File: src/rtl/fifo_burst_reader_if.sv
// Stream, occupancy and status bundle for fifo_burst_reader.
// master: the FIFO/downstream side; slave: the burst reader.
interface fifo_burst_reader_if #(
   parameter int unsigned WIDTH = 8,
   parameter int unsigned CNT_W = 6
);
   logic [CNT_W-1:0] count;
   logic             flush;
   logic [WIDTH-1:0] in0_V_V_TDATA;
   logic             in0_V_V_TVALID;
   logic             in0_V_V_TREADY;
   logic [WIDTH-1:0] out_V_V_TDATA;
   logic             out_V_V_TVALID;
   logic             out_V_V_TREADY;
   logic             out_V_V_TLAST;
   logic             busy;

   modport master (
      output count, flush, in0_V_V_TDATA, in0_V_V_TVALID, out_V_V_TREADY,
      input  in0_V_V_TREADY, out_V_V_TDATA, out_V_V_TVALID, out_V_V_TLAST, busy
   );

   modport slave (
      input  count, flush, in0_V_V_TDATA, in0_V_V_TVALID, out_V_V_TREADY,
      output in0_V_V_TREADY, out_V_V_TDATA, out_V_V_TVALID, out_V_V_TLAST, busy
   );
endinterface

File: src/rtl/fifo_burst_reader.sv
// Burst reader: waits for BURST_LEN buffered words (or a flush / idle timeout
// for a partial burst), then drains exactly that many words through a 2-entry
// registered skid buffer, tagging the final beat with TLAST.
// Optional idle-timeout release: define FIFO_BURST_READER_TIMEOUT_EN.
module fifo_burst_reader #(
   parameter int unsigned WIDTH     = 8,
   parameter int unsigned CNT_W     = 6,
   parameter int unsigned BURST_LEN = 8,
   parameter int unsigned TIMEOUT   = 64
) (
   input logic                ap_clk,
   input logic                ap_rst_n,
   fifo_burst_reader_if.slave bus
);
   typedef enum logic [0:0] {IDLE = 1'b0, BURST = 1'b1} state_t;
   typedef struct packed {
      logic             last;
      logic [WIDTH-1:0] data;
   } beat_t;

   localparam logic [CNT_W-1:0] BL_C = CNT_W'(BURST_LEN);

   // Elaboration-time parameter range guard
   generate
      if (BURST_LEN < 2 || BURST_LEN >= (1 << CNT_W) || TIMEOUT == 0) begin : g_bad_param
         $error("fifo_burst_reader: parameter out of range");
      end
   endgenerate

   state_t           state_q, state_d;
   logic [CNT_W-1:0] len_q, len_d;
   logic [CNT_W-1:0] beat_q, beat_d;
   logic             flush_pend_q, flush_pend_d;
   beat_t            skid_q [2];
   beat_t            skid_d [2];
   logic [1:0]       vld_q, vld_d;
   logic             in_rdy_q, in_rdy_d;
   logic             busy_q, busy_d;
   logic             accept, pop, timeout_hit;
   beat_t            new_beat;

`ifdef FIFO_BURST_READER_TIMEOUT_EN
   localparam int unsigned TO_W = $clog2(TIMEOUT + 1);
   logic [TO_W-1:0] idle_q, idle_d;

   assign timeout_hit = (idle_q >= TO_W'(TIMEOUT));

   // Idle counter: runs while a partial burst waits in IDLE, cleared otherwise
   always_comb begin
      idle_d = '0;
      if (state_q == IDLE && state_d == IDLE && bus.count != '0 && bus.count < BL_C)
         idle_d = idle_q + TO_W'(1);
   end

   // Idle counter register
   always_ff @(posedge ap_clk or negedge ap_rst_n) begin
      if (!ap_rst_n) idle_q <= '0;
      else           idle_q <= idle_d;
   end
`else
   assign timeout_hit = 1'b0;
`endif

   // Next-state, burst bookkeeping and skid buffer update
   always_comb begin
      state_d       = state_q;
      len_d         = len_q;
      beat_d        = beat_q;
      flush_pend_d  = flush_pend_q;
      skid_d        = skid_q;
      vld_d         = vld_q;
      accept        = bus.in0_V_V_TVALID & in_rdy_q;
      pop           = vld_q[0] & bus.out_V_V_TREADY;
      new_beat.last = (beat_q == len_q - CNT_W'(1));
      new_beat.data = bus.in0_V_V_TDATA;

      case (state_q)
         IDLE: begin
            if (bus.count >= BL_C) begin
               len_d   = BL_C;
               beat_d  = '0;
               state_d = BURST;
            end else if (bus.count != '0 && (flush_pend_q || timeout_hit)) begin
               len_d        = bus.count;
               beat_d       = '0;
               state_d      = BURST;
               flush_pend_d = 1'b0;
            end else if (bus.count == '0) begin
               flush_pend_d = 1'b0;
            end
         end
         BURST: begin
            if (accept) begin
               beat_d = beat_q + CNT_W'(1);
               if (new_beat.last) state_d = IDLE;
            end
         end
         default: state_d = IDLE;
      endcase

      if (bus.flush) flush_pend_d = 1'b1;

      // pop shifts the queue forward; a push lands in the first free slot
      if (pop) begin
         skid_d[0] = skid_q[1];
         vld_d     = {1'b0, vld_q[1]};
      end
      if (accept) begin
         if (vld_d[0]) begin
            skid_d[1] = new_beat;
            vld_d[1]  = 1'b1;
         end else begin
            skid_d[0] = new_beat;
            vld_d[0]  = 1'b1;
         end
      end

      in_rdy_d = (state_d == BURST) && !vld_d[1];
      busy_d   = (state_d == BURST) || vld_d[0];
   end

   // State, counters, skid and registered outputs
   always_ff @(posedge ap_clk or negedge ap_rst_n) begin
      if (!ap_rst_n) begin
         state_q      <= IDLE;
         len_q        <= '0;
         beat_q       <= '0;
         flush_pend_q <= 1'b0;
         skid_q       <= '{default: '0};
         vld_q        <= '0;
         in_rdy_q     <= 1'b0;
         busy_q       <= 1'b0;
      end else begin
         state_q      <= state_d;
         len_q        <= len_d;
         beat_q       <= beat_d;
         flush_pend_q <= flush_pend_d;
         skid_q       <= skid_d;
         vld_q        <= vld_d;
         in_rdy_q     <= in_rdy_d;
         busy_q       <= busy_d;
      end
   end

   assign bus.in0_V_V_TREADY = in_rdy_q;
   assign bus.out_V_V_TDATA  = skid_q[0].data;
   assign bus.out_V_V_TLAST  = skid_q[0].last;
   assign bus.out_V_V_TVALID = vld_q[0];
   assign bus.busy           = busy_q;
endmodule

File: src/flat_wrapper.sv
// flat-port wrapper written by rule: the top's interface ports become plain ports
module fifo_burst_reader_flat 
#(
   parameter int unsigned WIDTH     = 8,
   parameter int unsigned CNT_W     = 6,
   parameter int unsigned BURST_LEN = 8,
   parameter int unsigned TIMEOUT   = 64
)
  (ap_clk, ap_rst_n, bus_count, bus_flush, bus_in0_V_V_TDATA, bus_in0_V_V_TVALID, bus_out_V_V_TREADY, bus_in0_V_V_TREADY, bus_out_V_V_TDATA, bus_out_V_V_TVALID, bus_out_V_V_TLAST, bus_busy);
  fifo_burst_reader_if #(.WIDTH(WIDTH), .CNT_W(CNT_W)) bus_i ();
  input logic ap_clk;
  input logic ap_rst_n;
  input wire logic [$bits(bus_i.count)-1:0] bus_count;
  input wire logic [$bits(bus_i.flush)-1:0] bus_flush;
  input wire logic [$bits(bus_i.in0_V_V_TDATA)-1:0] bus_in0_V_V_TDATA;
  input wire logic [$bits(bus_i.in0_V_V_TVALID)-1:0] bus_in0_V_V_TVALID;
  input wire logic [$bits(bus_i.out_V_V_TREADY)-1:0] bus_out_V_V_TREADY;
  output wire logic [$bits(bus_i.in0_V_V_TREADY)-1:0] bus_in0_V_V_TREADY;
  output wire logic [$bits(bus_i.out_V_V_TDATA)-1:0] bus_out_V_V_TDATA;
  output wire logic [$bits(bus_i.out_V_V_TVALID)-1:0] bus_out_V_V_TVALID;
  output wire logic [$bits(bus_i.out_V_V_TLAST)-1:0] bus_out_V_V_TLAST;
  output wire logic [$bits(bus_i.busy)-1:0] bus_busy;
  assign bus_i.count = bus_count;
  assign bus_i.flush = bus_flush;
  assign bus_i.in0_V_V_TDATA = bus_in0_V_V_TDATA;
  assign bus_i.in0_V_V_TVALID = bus_in0_V_V_TVALID;
  assign bus_i.out_V_V_TREADY = bus_out_V_V_TREADY;
  assign bus_in0_V_V_TREADY = bus_i.in0_V_V_TREADY;
  assign bus_out_V_V_TDATA = bus_i.out_V_V_TDATA;
  assign bus_out_V_V_TVALID = bus_i.out_V_V_TVALID;
  assign bus_out_V_V_TLAST = bus_i.out_V_V_TLAST;
  assign bus_busy = bus_i.busy;
  fifo_burst_reader #(.WIDTH(WIDTH), .CNT_W(CNT_W), .BURST_LEN(BURST_LEN), .TIMEOUT(TIMEOUT)) u_core (.ap_clk(ap_clk), .ap_rst_n(ap_rst_n), .bus(bus_i));
endmodule
File: config.mk
export PLATFORM = sky130hd
export DESIGN_NAME = fifo_burst_reader_flat
export DESIGN_NICKNAME = d
export VERILOG_FILES = /design/src/rtl/fifo_burst_reader_if.sv /design/src/rtl/fifo_burst_reader.sv /design/src/flat_wrapper.sv
export SDC_FILE = /design/constraint.sdc
export NUM_CORES = 1
export LEC_CHECK = 0
export ABC_AREA = 1
export ABC_CLOCK_PERIOD_IN_PS = 4500
export CAP_MARGIN = 20
export CORE_ASPECT_RATIO = 1.4
export CORE_UTILIZATION = 38
export CTS_CLUSTER_DIAMETER = 200
export CTS_CLUSTER_SIZE = 30
export DETAILED_ROUTE_END_ITERATION = 6
export DONT_BUFFER_PORTS = 1
export PLACE_DENSITY = 0.55
export SETUP_SLACK_MARGIN = 0.4
export SLEW_MARGIN = 20
export SYNTH_ARGS = -nofsm -noshare
export SYNTH_HDL_FRONTEND = slang
export SYNTH_SLANG_ARGS = --single-unit
File: constraint.sdc
create_clock -name ap_clk -period 4.5 [get_ports ap_clk]
set_input_delay 0.9 -clock ap_clk [delete_from_list [all_inputs] [get_ports ap_clk]]
set_output_delay 0.9 -clock ap_clk [all_outputs]
set_load 0.02 [all_outputs]
==> qor.csv, run 1 <==
stage;metric;value;unit
outcome;status;finished clean;
grt;grt_max_degree;37;
sta;slew_headroom;0.5920;
sta;period_share;0.4132;
sta;finalHoldViolCount;0;
synthesis;syn_avg_cell_area;8.426;µm²
sta;setup_viol;0;
routing;drt-met1-wl;1593;µm
worst_setup_path;critical_path_arrival;960;ps
routing;wl;3554;µm
synthesis;synth_cell_type_count;27;
final_layout;postLayoutCoreUtil;0.4039;
clocking;hold_buffers;0;
final_layout;layout.nets;239;
clocking;insertion_delay;280;ps
synthesis;ys_seq_elements;36;
routing;wl_met2;1711;µm
worst_setup_path;cp.required;3600;ps
routing;met3_length;183;µm
grt;grt_pass1_wl;5720;µm
placed_design;io_buffers;0;
pwr;power_frac_seq;0.503;
placed_design;place_inst;275;
grt;grt_pass1_vias;1282;
clocking;cts_buffers;5;
synthesis;syn-num-nets;247;
sta;fin_ws;2641;ps
clocking;clkTransAtPathRegs;70;ps
clocking;cts_resized;0;
sta;rsz0062_at_grt;no;
floorplan;start_util;0.3933;
floorplan;die_w;61.83;µm
pwr;vdd_drop_max;0.0002118;V
floorplan;core;0.004842;mm²
synthesis;netlist_area;0.001904;mm²
placed_design;dpl.hpwl;2603;µm
final_layout;drive_gt1_frac;0.1330;
clocking;cts_tree;built;
sta;worst_clock_skew;4.052;ps
synthesis;synth_area_leader_cell;dfrtp_1;
pwr;power.leakage;0.9392;nW
worst_setup_path;endpoint_kind;output port;
clocking;clock_path_buffers;2;
pwr;swShare;0.3910;
sta;min_period;1860;ps
routing;wl_per_cell;12.60;µm
grt;antenna_found_initial;0;
sta;fmax;537.8;MHz
routing;highest_layer;met4;
sta;setup_tns;0;ps
worst_setup_path;setup.worst_path.start_class;flip-flop;
pwr;clkPwrFrac;0.199;
floorplan;die_h;85.76;µm
placed_design;dp_worst_setup_slack;2450;ps
synthesis;syn_inst;226;
synthesis;ys_top_cells_by_area;dfrtp_1 (47%), nand2_1 (10%), nand3_1 (6.0%);
clocking;cts_root_buf;clkbuf_8;
clocking;cts_setup_buffers;0;
placed_design;gp_congestion;0.7402;
grt;grt_use_total;0.1476;
final_layout;fin_cells;282;
floorplan;num_rows;30;
final_layout;fin_area;0.001956;mm²
floorplan;ios;31;
final_layout;area_growth;2.694;%
run;cap_viol_max_count;0;
routing;dr.pass1.iters;4;
routing;route.detailed.vias_per_inst;4.848;
pwr;p_per_area;630.3;mW/mm²
sta;worstMarginPinSlew;612.1;ps
pwr;combPwrFrac;0.297;
final_layout;insertedDiodeCount;0;
routing;drt_iter0_markers;60;
worst_setup_path;setup.worst_path.class;reg2out;
routing;dr_total_vias;1367;
synthesis;synth_top_cell_area_share;0.4731;
worst_setup_path;crit_fanout;11;
routing;route.detailed.drc;0;
pwr;p_sw;0.0004820;W
routing;detail-route-antenna-nets;0;
floorplan;dieArea;0.005303;mm²
pwr;power.internal;0.0007507;W
hold_path;hp-class;in2async;
clocking;ctsHtreeMaxLevel;2;
synthesis;yosys_warnings;0;
placed_design;dpl_cell_area;0.001859;mm²
grt;overflow;0;
synthesis;yosysSeqAreaShare;0.4731;
clocking;clock-sinks;36;
sta;slew_viol_final;0;
[area by class of cell]
cell class | instances | area, µm²
flip-flops and latches | 36 | 900.9
inverters | 28 | 105.1
well taps | 64 | 80.08
multi-input cells | 147 | 773.2
fillers | 503 | 2887
clock buffers | 7 | 96.34
[power groups by stage]
stage,combinational [W],clock [W],sequential [W]
6_report,0.000367,0.000245,0.000621
5_1_grt,0.000420,0.000269,0.000645
4_1_cts,0.000373,0.000254,0.000623
3_5_place_dp,0.000371,0,0.000629
3_3_place_gp,0.000365,0,0.000626
2_1_floorplan,0.000452,0,0.000542
[cells by family (layout without fill, tap and decap cells)]
kind of cell | after synthesis | count (layout) | synth area share
compound gates | 28 | 28 | 0.09527
xor+xnor | 3 | 3 | 0.01380
fa+ha+maj | 2 | 2 | 0.01314
buf+inv | 43 | 35 | 0.1209
flops | 36 | 36 | 0.4731
mux | 8 | 8 | 0.04731
simple gates | 106 | 106 | 0.2365
[registers in the layout, summed over array words and instances (netlist names)]
register	count
u_core.bus.out_V_V_TDATA	8
u_core.len_q	6
u_core.vld_q	2
u_core.state_q	1
u_core.bus.busy	1
u_core.skid_q	9
u_core.beat_q	6
u_core.flush_pend_q	1
u_core.bus.in0_V_V_TREADY	1
u_core.bus.out_V_V_TLAST	1
[Yosys cell counts]
library cell  number
buf_6              5
nor2_1            23
nand2_1           52
nand4_1            3
or2_2              1
o21ai_0            6
o21bai_1           1
o21ai_2            6
nor2_4             1
a211oi_1           1
ha_1               2
o21ai_1            3
a21oi_2            1
inv_1             25
xnor2_1            1
buf_2              1
xor2_1             2
mux2_2             8
clkbuf_1           1
buf_4              8
dfrtp_1           36
a21oi_1            2
nand3_1           23
a31oi_1            8
nor3_1             1
nor2_2             2
inv_2              3
[per-layer routing]
metal | track usage | vias to the layer above
met5 | 0 | -
met4 | 0.05455 | 0
met3 | 0.03771 | 5
met2 | 0.2512 | 34
met1 | 0.1729 | 627
li1 | - | 701
[per-stage QoR]
| step | total power, W | hold WS, ps |
|---|---|---|
| after floorplan | 0.0009946 | 453.0 |
| after global placement | 0.0009913 | 471.4 |
| after detailed placement | 0.0009998 | 482.6 |
| after CTS | 0.001251 | 297.1 |
| after global routing | 0.001334 | 287.6 |
| final | 0.001233 | 307.6 |
[final timing paths]
kind / start / to / slack [ps] / depth (start not counted)
setup / recovery: u_core.vld_q[0] / bus_out_V_V_TVALID / 2640 / 0
max in group asynchronous: ap_rst_n / u_core.bus.out_V_V_TDATA[7] / 4110 / 0
hold reg to reg: u_core.skid_q[8] / u_core.skid_q[8] / 500 / 2
hold / removal: ap_rst_n / u_core.bus.out_V_V_TDATA[1] / 310 / 0
setup reg to reg: u_core.len_q[0] / u_core.bus.in0_V_V_TREADY / 2770 / 10
min in group ap_clk: u_core.skid_q[8] / u_core.skid_q[8] / 500 / 2
[placed cells by master (no fill, tap or decap), types with 2 or more instances in the layout]
master,Yosys,final
a21oi_1,2,2
nand3_1,23,23
o21ai_0,6,6
ha_1,2,2
dfrtp_1,36,36
inv_1,25,25
clkbuf_8,0,7
a31oi_1,8,8
nor2_2,2,2
o21ai_2,6,6
inv_2,3,3
nand2_1,52,52
mux2_2,8,8
nand4_1,3,3
xor2_1,2,2
nor2_1,23,23
o21ai_1,3,3
Note: power is estimated with default switching activity, not from simulation.
==> run 2: changes to the inputs <==
- ABC_CLOCK_PERIOD_IN_PS: 4500 -> 1900
- clock period: 4.5 -> 1.9 ns (I/O delays scaled with it)
==> run 2 against run 1 <==
Against the previous run: sequential share of layout area fell by 2.3 points; clock skew fell by 0.98 ps; count of clock-buffer cells in the layout did not move; sequential cell count did not move; register-to-register slack got worse by 2300 ps; global-route usage rose by 0.56 points; via count rose by 3.1%; critical path depth rose by 11; worst setup slack got worse by 2200 ps; utilization rose by 2.2 points; worst hold slack got worse by 78 ps; die area did not move; largest cell class unchanged; largest power group unchanged.
==> qor.csv, run 2 (same netlist as run 1, synthesis figures left out) <==
stage;metric;value;unit
outcome;status;finished clean;
final_layout;drive_gt1_frac;0.2089;
floorplan;ios;31;
placed_design;gp_congestion;0.8976;
sta;setup_tns;0;ps
floorplan;dieArea;0.005303;mm²
pwr;power.leakage;0.9722;nW
worst_setup_path;endpoint_kind;flip-flop;
worst_setup_path;crit_end;u_core.bus.busy;
grt;grt_pass1_vias;1372;
grt;grt_use_total;0.1532;
routing;route.detailed.vias_per_inst;4.879;
floorplan;core;0.004842;mm²
pwr;vdd_drop_max;0.0004899;V
clocking;clock_path_buffers;2;
sta;worst_clock_skew;3.069;ps
worst_setup_path;cp.required;2060;ps
sta;setup_viol;0;
final_layout;insertedDiodeCount;0;
routing;wl_per_cell;12.46;µm
placed_design;dp_worst_setup_slack;275.9;ps
clocking;insertion_delay;280;ps
final_layout;area_growth;8.213;%
worst_setup_path;cp-startpoint;u_core.len_q[0];
sta;finalHoldViolCount;0;
floorplan;num_rows;30;
clocking;cts_tree;built;
worst_setup_path;setup.worst_path.class;reg2reg;
sta;worstMarginPinSlew;302.6;ps
worst_setup_path;r2r_setup_slack;420;ps
placed_design;io_buffers;0;
grt;antenna_found_initial;0;
routing;dr.pass1.iters;4;
sta;slew_viol_final;0;
sta;fmax;677.3;MHz
clocking;clock-sinks;36;
routing;drt_iter0_markers;41;
grt;grt_pass1_wl;5968;µm
floorplan;die_h;85.76;µm
placed_design;dpl.hpwl;2639;µm
routing;route.detailed.drc;0;
hold_path;hp-class;in2reg;
sta;min_period;1476;ps
routing;dr_total_vias;1410;
pwr;power;0.003023;W
clocking;cts_buffers;5;
worst_setup_path;timing.rr.start;u_core.len_q[0];
routing;detail-route-antenna-nets;0;
grt;overflow;0;
sta;rsz0062_at_grt;yes;
worst_setup_path;setup.worst_path.start_class;flip-flop;
worst_setup_path;r2r_cells;11;
final_layout;fin_area;0.002061;mm²
worst_setup_path;critical_path_arrival;1630;ps
worst_setup_path;r2r-end;u_core.bus.busy;
floorplan;start_util;0.3933;
run;cap_viol_max_count;0;
final_layout;layout.nets;246;
final_layout;layout.cells.most_common_list;nand2_1 (48), dfrtp_1 (35), nor2_1 (23), inv_1 (22), nand3_1 (21);
final_layout;top_register;u_core.skid_q;
clocking;cts_root_buf;clkbuf_8;
final_layout;final_common_cell;nand2_1;
sta;fin_ws;423.5;ps
worst_setup_path;crit_fanout;3;
placed_design;dpl_cell_area;0.001874;mm²
clocking;clkTransAtPathRegs;70;ps
final_layout;largest_reg_flops;9;
pwr;p_per_area;1467;mW/mm²
sta;slew_headroom;0.7982;
hold_path;hold_start;bus_flush;
sta;period_share;0.7771;
floorplan;die_w;61.83;µm
routing;wl;3601;µm
clocking;ctsHtreeMaxLevel;2;
grt;grt_max_degree;37;
==> run 2: changes by cell type in the layout (fill, tap and decap cells not counted), sizes merged <==
cell         before  now
dlygate4sd3       0    1
buf               0    6
==> run 2: timing repair <==
action / 4_1_cts / 5_1_grt
setup buffers: 2 / 1
setup endpoints to repair: 13 / 11
endpoints found under the hold margin: 36 / 0
resized for setup: 4 / 8
pin swaps: 1 / 7
hold buffers: 2 / 0
==> run 2: per-stage QoR <==
| step | util | hold slack (ps) | cells |
|---|---|---|---|
| after floorplan | - | 84.41 | 226 |
| after global placement | 0.3871 | 85.23 | 277 |
| after detailed placement | 0.3871 | 85.17 | 277 |
| after CTS | 0.4194 | 212.5 | 288 |
| after global routing | 0.4256 | 221.9 | 289 |
| final | 0.4256 | 229.9 | 289 |
==> run 2: where the power goes <==
part,switching (W),leakage (nW),internal [W]
Sequential,0.000383,0.409,0.00107
Clock,0.000244,0.0503,0.000322
Combinational,0.000559,0.513,0.000442
==> run 2: worst max-delay path, cell delays in order (launching register included) <==
cell and delay (ps):
dfrtp_1 360, inv_2 50, ha_4 270, inv_2 30
nand2_2 40, nand2_1 50, nor2_1 100, nand2_1 50
nor2_1 110, nand3_2 120, nand2_2 110, nand3_2 60
==> run 2: layer usage <==
layer  global-route usage  share of wire  vias to the layer above
li1                     -              -                      720
met1               0.1592           0.40                      645
met2               0.2717           0.52                       38
met3              0.03922          0.053                        7
met4              0.07677          0.022                        0
met5                    0              0                        -
==> run 2: how the worst min path moves through the flow <==
stage | endpoint | slack, ps | depth (start not counted)
floorplan | u_core.beat_q[0] | 80 | 0
global placement | u_core.bus.out_V_V_TDATA[1] | 90 | 0
detailed placement | u_core.bus.out_V_V_TDATA[1] | 90 | 0
CTS | u_core.flush_pend_q | 210 | 1
global route | u_core.flush_pend_q | 220 | 1
finish | u_core.flush_pend_q | 230 | 1
==> run 2: cell type report <==
cell class / count / area, µm²
tap: 64 / 80.08
clock buffer: 7 / 96.34
inverter: 28 / 105.1
sequential: 36 / 902.1
timing repair buffer: 7 / 67.56
fill: 483 / 2781
multi-input combinational: 147 / 809.5
==> run 3: changes to the inputs <==
- ABC_CLOCK_PERIOD_IN_PS: 1900 -> 1300
- PLACE_DENSITY: 0.55 -> 0.57
- clock period: 1.9 -> 1.3 ns (I/O delays scaled with it)
==> run 3 against run 2 <==
Against the previous run: highest routed layer unchanged; maximum frequency about the same; routed wire length is 25% higher; utilization grew 11 points; critical path type unchanged; the flow now finishes with violations (negative hold slack, negative setup slack); worst setup slack worse by 600 ps; cell count up 11%; sequential share of layout area shrank 8.5 points.
==> qor.csv, run 3 (same netlist as run 1, synthesis figures left out) <==
stage;metric;value;unit
outcome;status;finished with violations;
outcome;violations;negative hold slack, negative setup slack;
clocking;clock_path_buffers;2;
pwr;vdd_drop_max;0.0007524;V
grt;antenna_found_initial;0;
sta;worst_clock_skew;9.259;ps
worst_setup_path;slowest_stage;dfrtp_1;
clocking;clkTransAtPathRegs;80;ps
worst_setup_path;r2r_setup_slack;-180;ps
pwr;swShare;0.3824;
grt;grt_pass1_wl;7314;µm
worst_setup_path;timing.rr.start;u_core.len_q[1];
routing;dr.pass1.iters;5;
worst_setup_path;worstPathCellList;inv_2 -> ha_4 -> inv_2 -> nand2_2 -> nand2_1 -> nor2_1 -> nand2_1 -> nor2_1 -> nand3_2 -> nand2_2 -> nand3_1;
final_layout;insertedDiodeCount;0;
pwr;clkPwrFrac;0.160;
sta;worstMarginPinSlew;240.6;ps
clocking;clock-sinks;36;
placed_design;place_inst;298;
pwr;power;0.005536;W
grt;grt_max_degree;37;
sta;min_period;1475;ps
final_layout;fillCellCount;449;
routing;highest_layer;met4;
worst_setup_path;endpoint_kind;flip-flop;
pwr;power.internal;0.003419;W
floorplan;core;0.004842;mm²
worst_setup_path;setup.worst_path.class;reg2reg;
grt;overflow;0;
clocking;insertion_delay;290;ps
clocking;cts_root_buf;clkbuf_8;
floorplan;num_rows;30;
sta;finalHoldViolCount;36;
placed_design;dpl.hpwl;2879;µm
run;cap_viol_max_count;0;
sta;fmax;677.9;MHz
floorplan;start_util;0.3933;
worst_setup_path;setup.worst_path.start_class;flip-flop;
sta;fin_ws;-175.2;ps
floorplan;ios;31;
routing;route.detailed.vias_per_inst;4.898;
routing;detail-route-antenna-nets;0;
placed_design;dpl_cell_area;0.002122;mm²
grt;grt_use_total;0.1905;
routing;wl_met2;2485;µm
sta;period_share;1.135;
grt;grt_pass1_vias;1608;
final_layout;fin_area;0.002596;mm²
sta;hold_slack;-347.2;ps
routing;route.detailed.drc;0;
floorplan;die_h;85.76;µm
final_layout;fin_cells;322;
placed_design;gp_congestion;0.7976;
clocking;ctsHtreeMaxLevel;2;
sta;rsz0062_at_grt;yes;
routing;wl_per_cell;14.01;µm
final_layout;top_register;u_core.skid_q;
final_layout;layout.cells.most_common_list;nand2_1 (42), dfrtp_1 (25), buf_4 (23), nand3_1 (21), inv_1 (18);
clocking;cts_tree;built;
final_layout;final_common_cell;nand2_1;
final_layout;drive_gt1_frac;0.4302;
pwr;p_sw;0.002117;W
final_layout;area_growth;36.33;%
worst_setup_path;slowest_delay;380;ps
worst_setup_path;critical_path_arrival;1630;ps
floorplan;die_w;61.83;µm
worst_setup_path;crit_fanout;3;
final_layout;layout.nets;278;
pwr;p_per_area;2132;mW/mm²
pwr;power_frac_seq;0.381;
final_layout;largest_reg_flops;9;
pwr;power.leakage;1.187;nW
sta;slew_headroom;0.8385;
routing;drt_iter0_markers;56;
worst_setup_path;cp-startpoint;u_core.len_q[1];
routing;met3_length;180;µm
worst_setup_path;cp.required;1450;ps
routing;wl;4512;µm
sta;setup_viol;22;
clocking;cts_buffers;5;
placed_design;io_buffers;0;
routing;drt-met1-wl;1734;µm
pwr;combPwrFrac;0.459;
routing;dr_total_vias;1577;
floorplan;dieArea;0.005303;mm²
sta;slew_viol_final;0;
hold_path;hp-class;in2async;
==> run 3: cell count changes in the layout (fill, tap and decap cells not counted), moves of 8 or more <==
cell / before / now
buf_4: 5 / 23
buf_6: 0 / 11
dfrtp_1: 35 / 25
dfrtp_2: 1 / 11
mux2_2: 8 / 0
mux2_4: 0 / 8
nor2_1: 23 / 12
nor2_4: 1 / 12
==> run 3: power groups by stage <==
stage | Sequential [W] | Combinational (W) | Clock [W]
after global placement | 0.00207 | 0.00179 | 0
after global routing | 0.00219 | 0.00279 | 0.000959
after CTS | 0.00210 | 0.00222 | 0.000906
after detailed placement | 0.00208 | 0.00182 | 0
final | 0.00211 | 0.00254 | 0.000887
after floorplan | 0.00189 | 0.00164 | 0
==> run 3: timing repair <==
action	4_1_cts	5_1_grt
gates resized for setup	41	27
endpoints found under the hold margin	36	36
setup endpoints to repair	47	47
cloned	2	0
buffers inserted	9	5
pin swaps	8	2
==> run 3: critical path, delay by kind of cell (launching register included) <==
family	cells	cell delay [ps]
buf+inv	2	90
flops	1	380
simple gates	8	600
fa+ha+maj	1	260
==> run 3: cell type report <==
type,count,area [µm²],area share
multi-input combinational,148,999.7,0.3851
sequential,36,914.6,0.3523
timing repair buffer,37,356.6,0.1373
inverter,28,133.9,0.05157
clock buffer,8,100.1,0.03855
tap,64,80.08,0.03084
timing repair inverter,1,11.26,0.004337
==> run 3: worst paths after layout <==
path                                          endpoint  cells past startpoint
setup / recovery                       u_core.bus.busy                     11
hold / removal             u_core.bus.out_V_V_TDATA[4]                      0
setup reg to reg                       u_core.bus.busy                     11
hold reg to reg                       u_core.skid_q[1]                      1
max in group asynchronous  u_core.bus.out_V_V_TDATA[7]                      0
min in group ap_clk                u_core.flush_pend_q                      1
==> run 3: per-layer routing <==
metal / GRT usage / up-vias
li1: - / 786
met1: 0.2124 / 741
met2: 0.3265 / 42
met3: 0.04525 / 8
met4: 0.09293 / 0
met5: 0 / -
==> run 3: per-stage QoR <==
step,hold slack [ps],util,setup TNS (ps),setup WS [ps]
after floorplan,-35.59,-,-386.7,-51.40
after global placement,-34.82,0.4382,-392.0,-117.8
after detailed placement,-34.79,0.4382,-641.3,-184.4
after CTS,-353.2,0.5003,-824.5,-155.8
after global routing,-359.1,0.5362,-3338,-336.0
final,-347.2,0.5362,-1276,-175.2
==> RTL change, RTL diff (settings of run 2) <==
`WIDTH` is set to 8 in 3 places; all go to 9.
--- a/src/rtl/fifo_burst_reader_if.sv
+++ b/src/rtl/fifo_burst_reader_if.sv
@@ -1,7 +1,7 @@
 // Stream, occupancy and status bundle for fifo_burst_reader.
 // master: the FIFO/downstream side; slave: the burst reader.
 interface fifo_burst_reader_if #(
-   parameter int unsigned WIDTH = 8,
+   parameter int unsigned WIDTH = 9,
    parameter int unsigned CNT_W = 6
 );
    logic [CNT_W-1:0] count;
--- a/src/rtl/fifo_burst_reader.sv
+++ b/src/rtl/fifo_burst_reader.sv
@@ -3,7 +3,7 @@
 // registered skid buffer, tagging the final beat with TLAST.
 // Optional idle-timeout release: define FIFO_BURST_READER_TIMEOUT_EN.
 module fifo_burst_reader #(
-   parameter int unsigned WIDTH     = 8,
+   parameter int unsigned WIDTH     = 9,
    parameter int unsigned CNT_W     = 6,
    parameter int unsigned BURST_LEN = 8,
    parameter int unsigned TIMEOUT   = 64
--- a/src/flat_wrapper.sv
+++ b/src/flat_wrapper.sv
@@ -1,7 +1,7 @@
 // flat-port wrapper written by rule: the top's interface ports become plain ports
 module fifo_burst_reader_flat 
 #(
-   parameter int unsigned WIDTH     = 8,
+   parameter int unsigned WIDTH     = 9,
    parameter int unsigned CNT_W     = 6,
    parameter int unsigned BURST_LEN = 8,
    parameter int unsigned TIMEOUT   = 64
Ports: changed (resized bus_in0_V_V_TDATA and bus_out_V_V_TDATA); port bits go from 31 to 33. The function was not compared with the original's and may differ.
==> RTL change against run 2 <==
  * Sequential cell count is 2 higher
  * Area after synthesis is 3.0% higher
  * Via count is 3.8% higher
  * Cell area is 2.5% higher
  * Worst hold slack worse by 0.028 ns
  * Sequential power is 3% higher
  * Synthesized cell count is 2.2% higher
  * Critical path depth stayed put
  * Clock skew is 0.0021 ns higher
  * Power is 0.40% lower
  * Routed wire length is 7.5% higher
  * Worst setup slack better by 0.035 ns
  * Largest cell class unchanged
  * Largest power group unchanged
==> RTL change: results (changes against run 2) <==
hold slack: 0.202 ns (-0.0282 ns)
VDD IR max: 0.499 mV (+1.9%)
total track usage: 0.158 (+0.00515)
worst r2r src: u_core.len_q[1]
Syn Area/Cell: 8.49 sq um (+0.73%)
Largest register FFs: 10 (+1)
fraction of layout cells with a size suffix above 1: 0.183 (-0.0263)
Hold Path Class: primary input to flip-flop
Hold Crit Depth: 1 (unchanged)
r2r endpoint: u_core.bus.busy
largest net degree at the start of global routing: 39 (+5.4%)
drt first pass iters: 4 (unchanged)
dominant synthesized flop cell: dfrtp_1
Max Clock Skew: 0.00513 ns (+0.00207 ns)
met2 routed WL: 1930 um (+2.7%)
Pleak: 0.00101 uW (+3.9%)
Fin. Hold Viols: 0 (unchanged)
vias in the first global route: 1468 (+7.0%)
Via density: 4.98 (+2.1%)
root buf cell: clkbuf_8
Place WS: 0.293 ns (+0.0167 ns)
Routed WL per cell: 13.2 um (+5.7%)
sequential element share of the synthesized area: 0.485 (+0.0119)
Largest Register: u_core.skid_q
TNS Setup: 0 ns (unchanged)
Area after DPL: 0.00195 sq mm (+4.1%)
first-pass GRT wire length: 6680 um (+12%)
fin cells: 294 (+1.7%)
hold-critical path endpoint: u_core.flush_pend_q
met3 wire length: 146 um (-24%)
M1 wire length: 1680 um (+16%)
M1 GR Usage: 0.170 (+0.0105)
# port buffers: 0 (unchanged)
Fillers: 487 (+0.83%)
Distinct cells, synth: 29 (+7.4%)
global-route track usage on met3: 0.0393 (+0.0000513)
placed cell count: 282 (+1.8%)
H-tree depth: 2 (unchanged)
Post-CTS Setup Inserts: 2 (unchanged)
crit-path max FO: 4 (+1)
routability cong.: 0.874 (-2.6%)
Slew HR: 0.693 (-0.105)
Synthesis Warnings: 0 (unchanged)
top cells by area, synth: dfrtp_1 49%, nand2_1 10%, nand3_1 5.4%
slowest stage delay, CP: 0.39 ns (+0.03 ns)
Post-synth top cells: 53 x nand2_1, 38 x dfrtp_1, 24 x nor2_1, 21 x nand3_1, 19 x inv_1
# Max-Cap Violations: 0 (unchanged)
CTS Hold Bufs: 2 (unchanged)
initial antenna violation count: 0 (unchanged)
clock buffer count from CTS: 5 (unchanged)
Global Route met2 Usage: 0.287 (+0.0148)
post_cts resized: 4 (unchanged)
initial DRC count: 58 (+41%)
Reg2Reg Setup Slack: 0.46 ns (+0.04 ns)
HP Start: bus_flush
clk_lat worst skew: 0.29 ns
outcome: finished clean
syn nets: 253 (+2.4%)
Post-DP HPWL: 2730 um (+3.3%)
RTL change: cell count changes after synthesis, moves of 3 or more:
cell / delta
buf_6: -5
o21ai_0: -5
inv_1: -6
o21ai_2: -6
o21ai_1: +7
mux2_2: -6
mux2_1: +7
buf_4: +3
inv_2: +6
RTL change: how the worst max path moves through the flow:
stage,from,end,slack (ns)
2_1_floorplan,u_core.len_q[0],u_core.bus.busy,0.48
3_3_place_gp,u_core.bus.in0_V_V_TREADY,u_core.skid_q[0],0.31
3_5_place_dp,u_core.bus.in0_V_V_TREADY,u_core.skid_q[1],0.29
4_1_cts,u_core.len_q[1],u_core.bus.busy,0.41
5_1_grt,u_core.len_q[0],u_core.bus.busy,0.29
6_report,u_core.len_q[1],u_core.bus.busy,0.46
RTL change: cells by family (layout without fill, tap and decap cells):
family | Yosys count | count (layout) | share of synthesized area
simple gates | 111 | 111 | 0.251
buf+inv | 42 | 41 | 0.103
flops | 38 | 38 | 0.485
compound gates | 26 | 26 | 0.0823
mux | 9 | 9 | 0.0517
xor+xnor | 3 | 3 | 0.0134
fa+ha+maj | 2 | 2 | 0.0128
RTL change: where the power goes:
| group | leakage [uW] | internal (uW) | switching (uW) |
|---|---|---|---|
| Combinational | 0.000538 | 400 | 578 |
| Clock | 0.0000438 | 246 | 274 |
| Sequential | 0.000429 | 1130 | 380 |
| Total | 0.00101 | 1780 | 1230 |
RTL change: area by class of cell:
cell class                      count  area, sq um  area share
Clock buffer                        5         68.8      0.0326
Clock inverter                      2         10.0     0.00474
Inverter                           28          105      0.0498
Multi-Input combinational cell    151          837       0.396
Sequential cell                    38          951       0.450
Tap cell                           64         80.1      0.0379
Timing Repair Buffer                6         60.1      0.0284
